**src/rtl/rv32i_types.sv**
```systemverilog
// Shared types for the data-memory port arbiter: FSM state encoding,
// request payload bundles and the default ROB tag width.
package rv32i_types;

    localparam int ROB_ID_SIZE = 5;

    typedef enum logic [1:0] {
        IDLE       = 2'd0,
        LOAD_WAIT  = 2'd1,
        STORE_WAIT = 2'd2,
        LOAD_DRAIN = 2'd3
    } dmem_arb_state_t;

    typedef struct packed {
        logic [31:0] addr;
        logic [3:0]  rmask;
    } ld_req_t;

    typedef struct packed {
        logic [31:0] addr;
        logic [3:0]  wmask;
        logic [31:0] wdata;
    } st_req_t;

endpackage

```
**src/rtl/dmem_port_arbiter.sv**
```systemverilog
// Shares one data-memory port between speculative loads and committed
// stores. One transaction is outstanding at a time; loads are tagged with
// their ROB id and may be squashed by a branch mispredict, stores always
// complete. A streak counter bounds how long a waiting store can be starved.
module dmem_port_arbiter
    import rv32i_types::*;
#(
    parameter int ROB_ID_W     = ROB_ID_SIZE,
    parameter int STARVE_LIMIT = 4
) (
    input  logic                clk,
    input  logic                rst,
    input  logic                branch_mispredict,
    input  logic                ld_req,
    input  logic [31:0]         ld_addr,
    input  logic [3:0]          ld_rmask,
    input  logic [ROB_ID_W-1:0] ld_rob_id,
    output logic                ld_ready,
    input  logic                st_req,
    input  logic [31:0]         st_addr,
    input  logic [3:0]          st_wmask,
    input  logic [31:0]         st_wdata,
    output logic                st_ready,
    output logic [31:0]         dmem_addr,
    output logic [3:0]          dmem_rmask,
    output logic [3:0]          dmem_wmask,
    output logic [31:0]         dmem_wdata,
    input  logic [31:0]         dmem_rdata,
    input  logic                dmem_resp,
    output logic                ld_resp_valid,
    output logic [ROB_ID_W-1:0] ld_resp_rob_id,
    output logic [31:0]         ld_resp_rdata,
    output logic                st_done,
    output logic                busy
);

    localparam int STREAK_W = $clog2(STARVE_LIMIT + 1);
    localparam logic [STREAK_W-1:0] STREAK_MAX = STREAK_W'(STARVE_LIMIT);

    dmem_arb_state_t     state_r;
    dmem_arb_state_t     state_nxt_s;
    logic [STREAK_W-1:0] streak_r;
    logic [ROB_ID_W-1:0] rob_id_r;
    ld_req_t             ld_pl_s;
    st_req_t             st_pl_s;
    logic                ld_eligible_s;
    logic                ld_grant_s;
    logic                st_grant_s;

    // Bundle the requester payloads.
    always_comb begin
        ld_pl_s.addr  = ld_addr;
        ld_pl_s.rmask = ld_rmask;
        st_pl_s.addr  = st_addr;
        st_pl_s.wmask = st_wmask;
        st_pl_s.wdata = st_wdata;
    end

    // Grant decision in IDLE; a squashed load is never eligible and the
    // store is forced through once the load streak reaches its limit.
    always_comb begin
        ld_eligible_s = ld_req && !branch_mispredict;
        ld_grant_s    = 1'b0;
        st_grant_s    = 1'b0;
        if (!rst && (state_r == IDLE)) begin
            if (st_req && (!ld_eligible_s || (streak_r == STREAK_MAX))) begin
                st_grant_s = 1'b1;
            end else if (ld_eligible_s) begin
                ld_grant_s = 1'b1;
            end else begin
                ld_grant_s = 1'b0;
                st_grant_s = 1'b0;
            end
        end else begin
            ld_grant_s = 1'b0;
            st_grant_s = 1'b0;
        end
    end

    // Next state and all combinational request/response outputs.
    always_comb begin
        state_nxt_s    = state_r;
        ld_ready       = 1'b0;
        st_ready       = 1'b0;
        dmem_addr      = 32'h0000_0000;
        dmem_rmask     = 4'h0;
        dmem_wmask     = 4'h0;
        dmem_wdata     = 32'h0000_0000;
        ld_resp_valid  = 1'b0;
        ld_resp_rob_id = '0;
        ld_resp_rdata  = 32'h0000_0000;
        st_done        = 1'b0;
        case (state_r)
            IDLE: begin
                if (st_grant_s) begin
                    state_nxt_s = STORE_WAIT;
                    st_ready    = 1'b1;
                    dmem_addr   = st_pl_s.addr;
                    dmem_wmask  = st_pl_s.wmask;
                    dmem_wdata  = st_pl_s.wdata;
                end else if (ld_grant_s) begin
                    state_nxt_s = LOAD_WAIT;
                    ld_ready    = 1'b1;
                    dmem_addr   = ld_pl_s.addr;
                    dmem_rmask  = ld_pl_s.rmask;
                end else begin
                    state_nxt_s = IDLE;
                end
            end
            LOAD_WAIT: begin
                if (dmem_resp && !branch_mispredict) begin
                    state_nxt_s    = IDLE;
                    ld_resp_valid  = 1'b1;
                    ld_resp_rob_id = rob_id_r;
                    ld_resp_rdata  = dmem_rdata;
                end else if (dmem_resp) begin
                    state_nxt_s = IDLE;
                end else if (branch_mispredict) begin
                    state_nxt_s = LOAD_DRAIN;
                end else begin
                    state_nxt_s = LOAD_WAIT;
                end
            end
            STORE_WAIT: begin
                if (dmem_resp) begin
                    state_nxt_s = IDLE;
                    st_done     = 1'b1;
                end else begin
                    state_nxt_s = STORE_WAIT;
                end
            end
            LOAD_DRAIN: begin
                if (dmem_resp) begin
                    state_nxt_s = IDLE;
                end else begin
                    state_nxt_s = LOAD_DRAIN;
                end
            end
            default: begin
                state_nxt_s = IDLE;
            end
        endcase
    end

    assign busy = (state_r != IDLE);

    // FSM state register.
    always_ff @(posedge clk or posedge rst) begin
        if (rst) begin
            state_r <= IDLE;
        end else begin
            state_r <= state_nxt_s;
        end
    end

    // Consecutive-load streak seen by a waiting store, saturating.
    always_ff @(posedge clk or posedge rst) begin
        if (rst) begin
            streak_r <= '0;
        end else if (!st_req || st_grant_s) begin
            streak_r <= '0;
        end else if (ld_grant_s && (streak_r != STREAK_MAX)) begin
            streak_r <= streak_r + STREAK_W'(1);
        end else begin
            streak_r <= streak_r;
        end
    end

    // ROB id of the outstanding load, captured on grant.
    always_ff @(posedge clk or posedge rst) begin
        if (rst) begin
            rob_id_r <= '0;
        end else if (ld_grant_s) begin
            rob_id_r <= ld_rob_id;
        end else begin
            rob_id_r <= rob_id_r;
        end
    end

endmodule
```
**config.mk**
```make
export PLATFORM = sky130hd
export DESIGN_NAME = dmem_port_arbiter
export DESIGN_NICKNAME = d
export VERILOG_FILES = /design/src/rtl/rv32i_types.sv /design/src/rtl/dmem_port_arbiter.sv
export SDC_FILE = /design/constraint.sdc
export NUM_CORES = 1
export LEC_CHECK = 0
export CELL_PAD_IN_SITES_DETAIL_PLACEMENT = 1
export CELL_PAD_IN_SITES_GLOBAL_PLACEMENT = 2
export CORE_MARGIN = 2
export CORE_UTILIZATION = 10
export CTS_BUF_LIST = sky130_fd_sc_hd__clkbuf_16
export DETAILED_ROUTE_END_ITERATION = 8
export PLACE_DENSITY = 0.89
export SYNTH_ARGS = -nofsm -noshare
export SYNTH_HDL_FRONTEND = slang
export SYNTH_SLANG_ARGS = --single-unit
```
**constraint.sdc**
```tcl
create_clock -name clk -period 1.9 [get_ports clk]
set_input_delay 0.19 -clock clk [delete_from_list [all_inputs] [get_ports clk]]
set_output_delay 0.19 -clock clk [all_outputs]
set_load 0.01 [all_outputs]
```
# After elaboration in Yosys (flattened, before gate mapping)
# Cells that the tools add are included.
[totals]
input_bits = 147
register_bits = 10
word_cells = 61
output_inout_bits = 114
[classes]
addsub = 1
muxes = 38
n_reduce_logical = 14
n_eq_ne = 5
[op_table]
columns = ["cell", "n"]
rows = [
  ["2-to-1 mux 32 bit", 7],
  ["2-to-1 mux 4 bit", 5],
  ["2-to-1 mux 1 bit", 15],
  ["2-to-1 mux 2 bit", 6],
  ["2-to-1 mux 5 bit", 2],
  ["case mux 2 bit (4 select lines)", 1],
  ["2-to-1 mux 3 bit", 2],
  ["logical AND 1 bit", 5],
  ["equality test 2 bit (second input constant)", 2],
  ["logical NOT 1 bit", 4],
  ["nonzero test 2 bit", 2],
  ["adder 3 x 1 -> 3 bit (second input constant)", 1],
  ["equality test 3 bit (second input constant)", 1],
  ["!= test 3 bit (second input constant)", 1],
  ["equality test 2 x 1 -> 1 bit (second input constant)", 1],
  ["logical NOT 2 bit", 1],
  ["logical OR 1 bit", 2],
]

# Depth between registers and ports, before layout
[logic_depth]
ltp_word = 10
mapped_depth = 7
mapped_depth_nobuf = 5

# Worst setup path after synthesis
# No wires, ideal clock.
[synth_timing]
path_type = "flip-flop to output port"
from = "register streak_r[0]"
to = "output dmem_addr[10]"
stages_incl_launch_ff = 8
path_buffers = 2
t_arrival_ps = 1665
slack_ps = 45
required_time_ps = 1710
path_cell_list = "dfrtp_1 inv_1 ha_1 and2_2 o21ai_0 buf_2 buf_2 mux2i_1"
[synth_via]
elab_chain_cells = 8
elab_cells_between_ends = 10
cone_classes = "1 x eq/ne; 7 x mux; 2 x reduce/logical"
[synth_rtl]
columns = ["element", "line_no", "text"]
rows = [
  ["from (decl)", "dmem_port_arbiter.sv:42", "logic [STREAK_W-1:0] streak_r;"],
  ["from (signal assigned)", "dmem_port_arbiter.sv:163", "streak_r <= streak_r + STREAK_W'(1);"],
  ["from (signal assigned)", "dmem_port_arbiter.sv:165", "streak_r <= streak_r;"],
  ["equality test 3 bit (*)", "dmem_port_arbiter.sv:66", "if (st_req && (!ld_eligible_s || (streak_r == STREAK_MAX))) begin"],
  ["logical OR 1 bit (*)", "dmem_port_arbiter.sv:66", ""],
  ["logical AND 1 bit (*)", "dmem_port_arbiter.sv:66", ""],
  ["2-to-1 mux 1 bit", "dmem_port_arbiter.sv:66", ""],
  ["2-to-1 mux 1 bit", "dmem_port_arbiter.sv:65", "if (!rst && (state_r == IDLE)) begin"],
  ["2-to-1 mux 32 bit", "dmem_port_arbiter.sv:101", "end else if (ld_grant_s) begin"],
  ["2-to-1 mux 32 bit (*)", "dmem_port_arbiter.sv:95", "if (st_grant_s) begin"],
  ["2-to-1 mux 32 bit (*)", "dmem_port_arbiter.sv:93", "case (state_r)"],
  ["to (decl)", "dmem_port_arbiter.sv:24", "output logic [31:0] dmem_addr,"],
]
# Mark *: on every way between the ends. The rest lies on a longest branch, timed or not.

# Worst setup path after layout
[layout_timing]
from = "register streak_r[0]"
to = "output dmem_addr[22]"
# The elaborated chain is that of the path after synthesis.

==> run_results.csv <==
group,metric,value,unit
status,status,"finished with violations",
status,failed_checks,"negative setup slack",
yosys,yosys_most_used_dff,"dfrtp_1",
setup_path,rr_startpoint,"state_r[0]",
setup_path,crit_start,"streak_r[0]",
yosys,avgSynthCellArea,7.03,um2
setup_path,reg2reg_to,"rob_id_r[1]",
sta,fin_tns_setup,-4.13,ns
grt,antenna_found_initial,0,
grt,grt.total_usage,13.5,%
yosys,async_reset_ff_share,100,%
placement,dp.final_hpwl,8980,um
setup_path,r2r_slack,0.09,ns
setup_path,worstRegToRegCells,5,
clocking,clock_sinks,10,
cells_and_area,area_growth,223,%
yosys,yosys_register_bits,10,
setup_path,critPathMaxStageDelay,0.35,ns
grt,grt_max_degree,33,
power,p_leak,2.66,nW
cells_and_area,diodes,0,
floorplanning,start_util,10.2,%
drt,finalWirelength,14500,um
yosys,muxShareOfSynthArea,22.5,%
sta,skew,0.00290,ns
clocking,hold_buffers,0,
sta,worst_pin_slew,0.443,ns
yosys,synth_edf_count,0,
setup_path,path_cells,"inv_2 > ha_4 > and2_4 > o21ai_4 > buf_6 > buf_12 > buf_16 > mux2i_1 > buf_2",
placement,gp_congestion,0.740,
cells_and_area,finalNetCount,711,
cells_and_area,drive_above_1_share,44.8,%
setup_path,cp.depth,9,
power,vdd_drop_max,0.318,mV
setup_path,critical_path.max_fanout,5,
drt,wl_met3,1010,um
sta,max_freq,493,MHz
yosys,yosysMostFrequentCell,"and3_1",
yosys,ys_types,30,
setup_path,critical_path.slowest_cell,"dfrtp_1",
yosys,synth_cells,250,
sta,maxSlewViolCount,0,
setup_path,crit_end,"dmem_addr[22]",
clocking,root_buffer,"clkbuf_16",
power,p_per_area,369,nW/um2
drt,drc_errors,0,
sta,maxSlewHeadroom,70.4,%
yosys,syn_area,1760,um2
drt,dr_wl_met2,7830,um
clocking,htreeDepth,1,
floorplanning,die_w,137,um
grt,grt_pass1_wl,19500,um
setup_path,crit_arrival,1.84,ns
sta,setup_violations,78,
yosys,synth-simple-area-share,48.8,%
setup_path,path_class,"flip-flop to output port",
setup_path,startpoint_type,"flip-flop",
yosys,yosysWarnings,0,
yosys,ys_top_cells_by_count,"40 x and3_1, 37 x and2_1, 34 x nand2_1, 34 x nand3_1, 32 x mux2i_1",
yosys,synth_top_family_by_area,"simple AND/OR/NAND/NOR gates",
grt,grt.overflow.total,0,
yosys,synth_top_area_share,18.2,%
yosys,synth_seq_area_share,14.2,%
sta,finalHoldViolations,0,
drt,ant_nets,0,
drt,avgRoutedWirePerCell,18.5,um
run,max_cap_violations,0,
floorplanning,core_area,17200,um2
drt,drt-pass1-iter-count,4,
yosys,synth_top_area_cell,"mux2i_1",
drt,wl_met1,5410,um
setup_path,end_kind,"output port",
floorplanning,rows,48,
hold_path,hold_path.class,"primary input to async pin",
clocking,cts_tree,"done",
sta,holdWs,0.407,ns
yosys,synth_fp_nets,399,
yosys,synth_compound_area_share,3.85,%
placement,port_buffers,260,
setup_path,worstPathRequired,1.71,ns
setup_path,critical-path-top-delay-family,"buffers and inverters",
drt,via_per_inst,4.04,
sta,period_minus_slack,2.03,ns
floorplanning,die_area,18600,um2
clocking,clk_pin_slew_worst_paths,0.04,ns
clocking,max-clock-path-buffers,2,
grt,grt_pass1_vias,3440,
sta,rsz0062_at_grt,"yes",
power,total_power,2.09,mW
yosys,synth.area.top_cells,"mux2i_1 18%, and3_1 14%, dfrtp_1 14%",
setup_path,crit_buf_inv,5,
drt,drt_iter0_drc,51,
clocking,cts_buffers,3,
clocking,clk-insertion-delay-late,0.23,ns
floorplanning,pin_count,261,
sta,setup_ws,-0.130,ns
drt,top_layer_used,"met4",
yosys,synthAdderAreaFrac,1.42,%
yosys,synth_xor_xnor_area_share,0,%
floorplanning,dieHeight,137,um
sta,fin_crit_sh,107,%
drt,num_vias,3168,
flip-flops by register name, summed over array words and instances, names as in the netlist:
register / count
rob_id_r: 5
state_r: 2
streak_r: 3
placed cells by master (no fill, tap or decap), types with 2 or more instances in the layout:
cell type	synthesis	layout
o22ai_1	3	3
mux2_4	5	5
and3_4	0	37
buf_12	0	15
buf_4	3	25
buf_16	0	8
mux2i_1	32	28
nand3_1	34	33
clkdlybuf4s50_1	0	147
dfrtp_1	10	10
inv_1	6	5
mux2i_2	0	3
nand2_1	34	33
and3_1	40	3
and2_1	37	36
clkbuf_16	0	8
and2_4	0	2
buf_6	1	58
clkbuf_2	2	8
buf_2	7	63
buf_8	0	5
cells by family (layout without fill, tap and decap cells):
logic type	after synthesis	count (layout)
DFF	10	10
AOI/OAI and AO/OA	10	10
muxes	37	37
and+or+nand+nor	156	156
buffers and inverters	35	345
adders and majority gates	2	2
per-stage QoR:
step           std cells  util (%)  area [um2]  setup WS [ns]
5_1_grt              785      32.9        5670         -0.211
2_1_floorplan        250         -        1760         0.0454
3_5_place_dp         727      27.6        4760         -0.433
3_3_place_gp         727      27.6        4760         -0.398
6_report             785      32.9        5670         -0.130
4_1_cts              767      29.6        5110         -0.176
power breakdown:
| part | total (mW) | switching (mW) | internal [mW] |
|---|---|---|---|
| Clock | 0.367 | 0.0939 | 0.273 |
| Sequential | 0.282 | 0.0255 | 0.256 |
| Combinational | 1.45 | 0.538 | 0.907 |
metal layers:
layer	GRT usage [%]	up-vias
met5	0	-
met4	2.55	0
met3	2.37	16
met2	27.0	142
met1	14.6	1522
li1	-	1488
timing repair:
item	in CTS	in global routing
pin swaps	13	32
cloned	16	6
endpoints found under the setup margin	112	112
resized for setup	498	95
buffers inserted	22	16
how the worst min path moves through the flow:
stage,from,end,slack [ns]
after CTS,rst,state_r[0],0.40
after detailed placement,rob_id_r[0],rob_id_r[0],0.49
after global routing,rst,state_r[1],0.45
final,rst,rob_id_r[2],0.41
after global placement,rob_id_r[4],rob_id_r[4],0.49
after floorplan,rst,rob_id_r[0],0.03
final cells by class:
| cell class | instances | area, um2 |
|---|---|---|
| sequential | 10 | 250 |
| fill | 1985 | 11600 |
| clock buffer | 3 | 75.1 |
| tap | 225 | 282 |
| multi-input combinational | 205 | 1630 |
| timing repair buffer | 336 | 3410 |
| inverter | 6 | 22.5 |
Power figures use the tool's default switching activity.
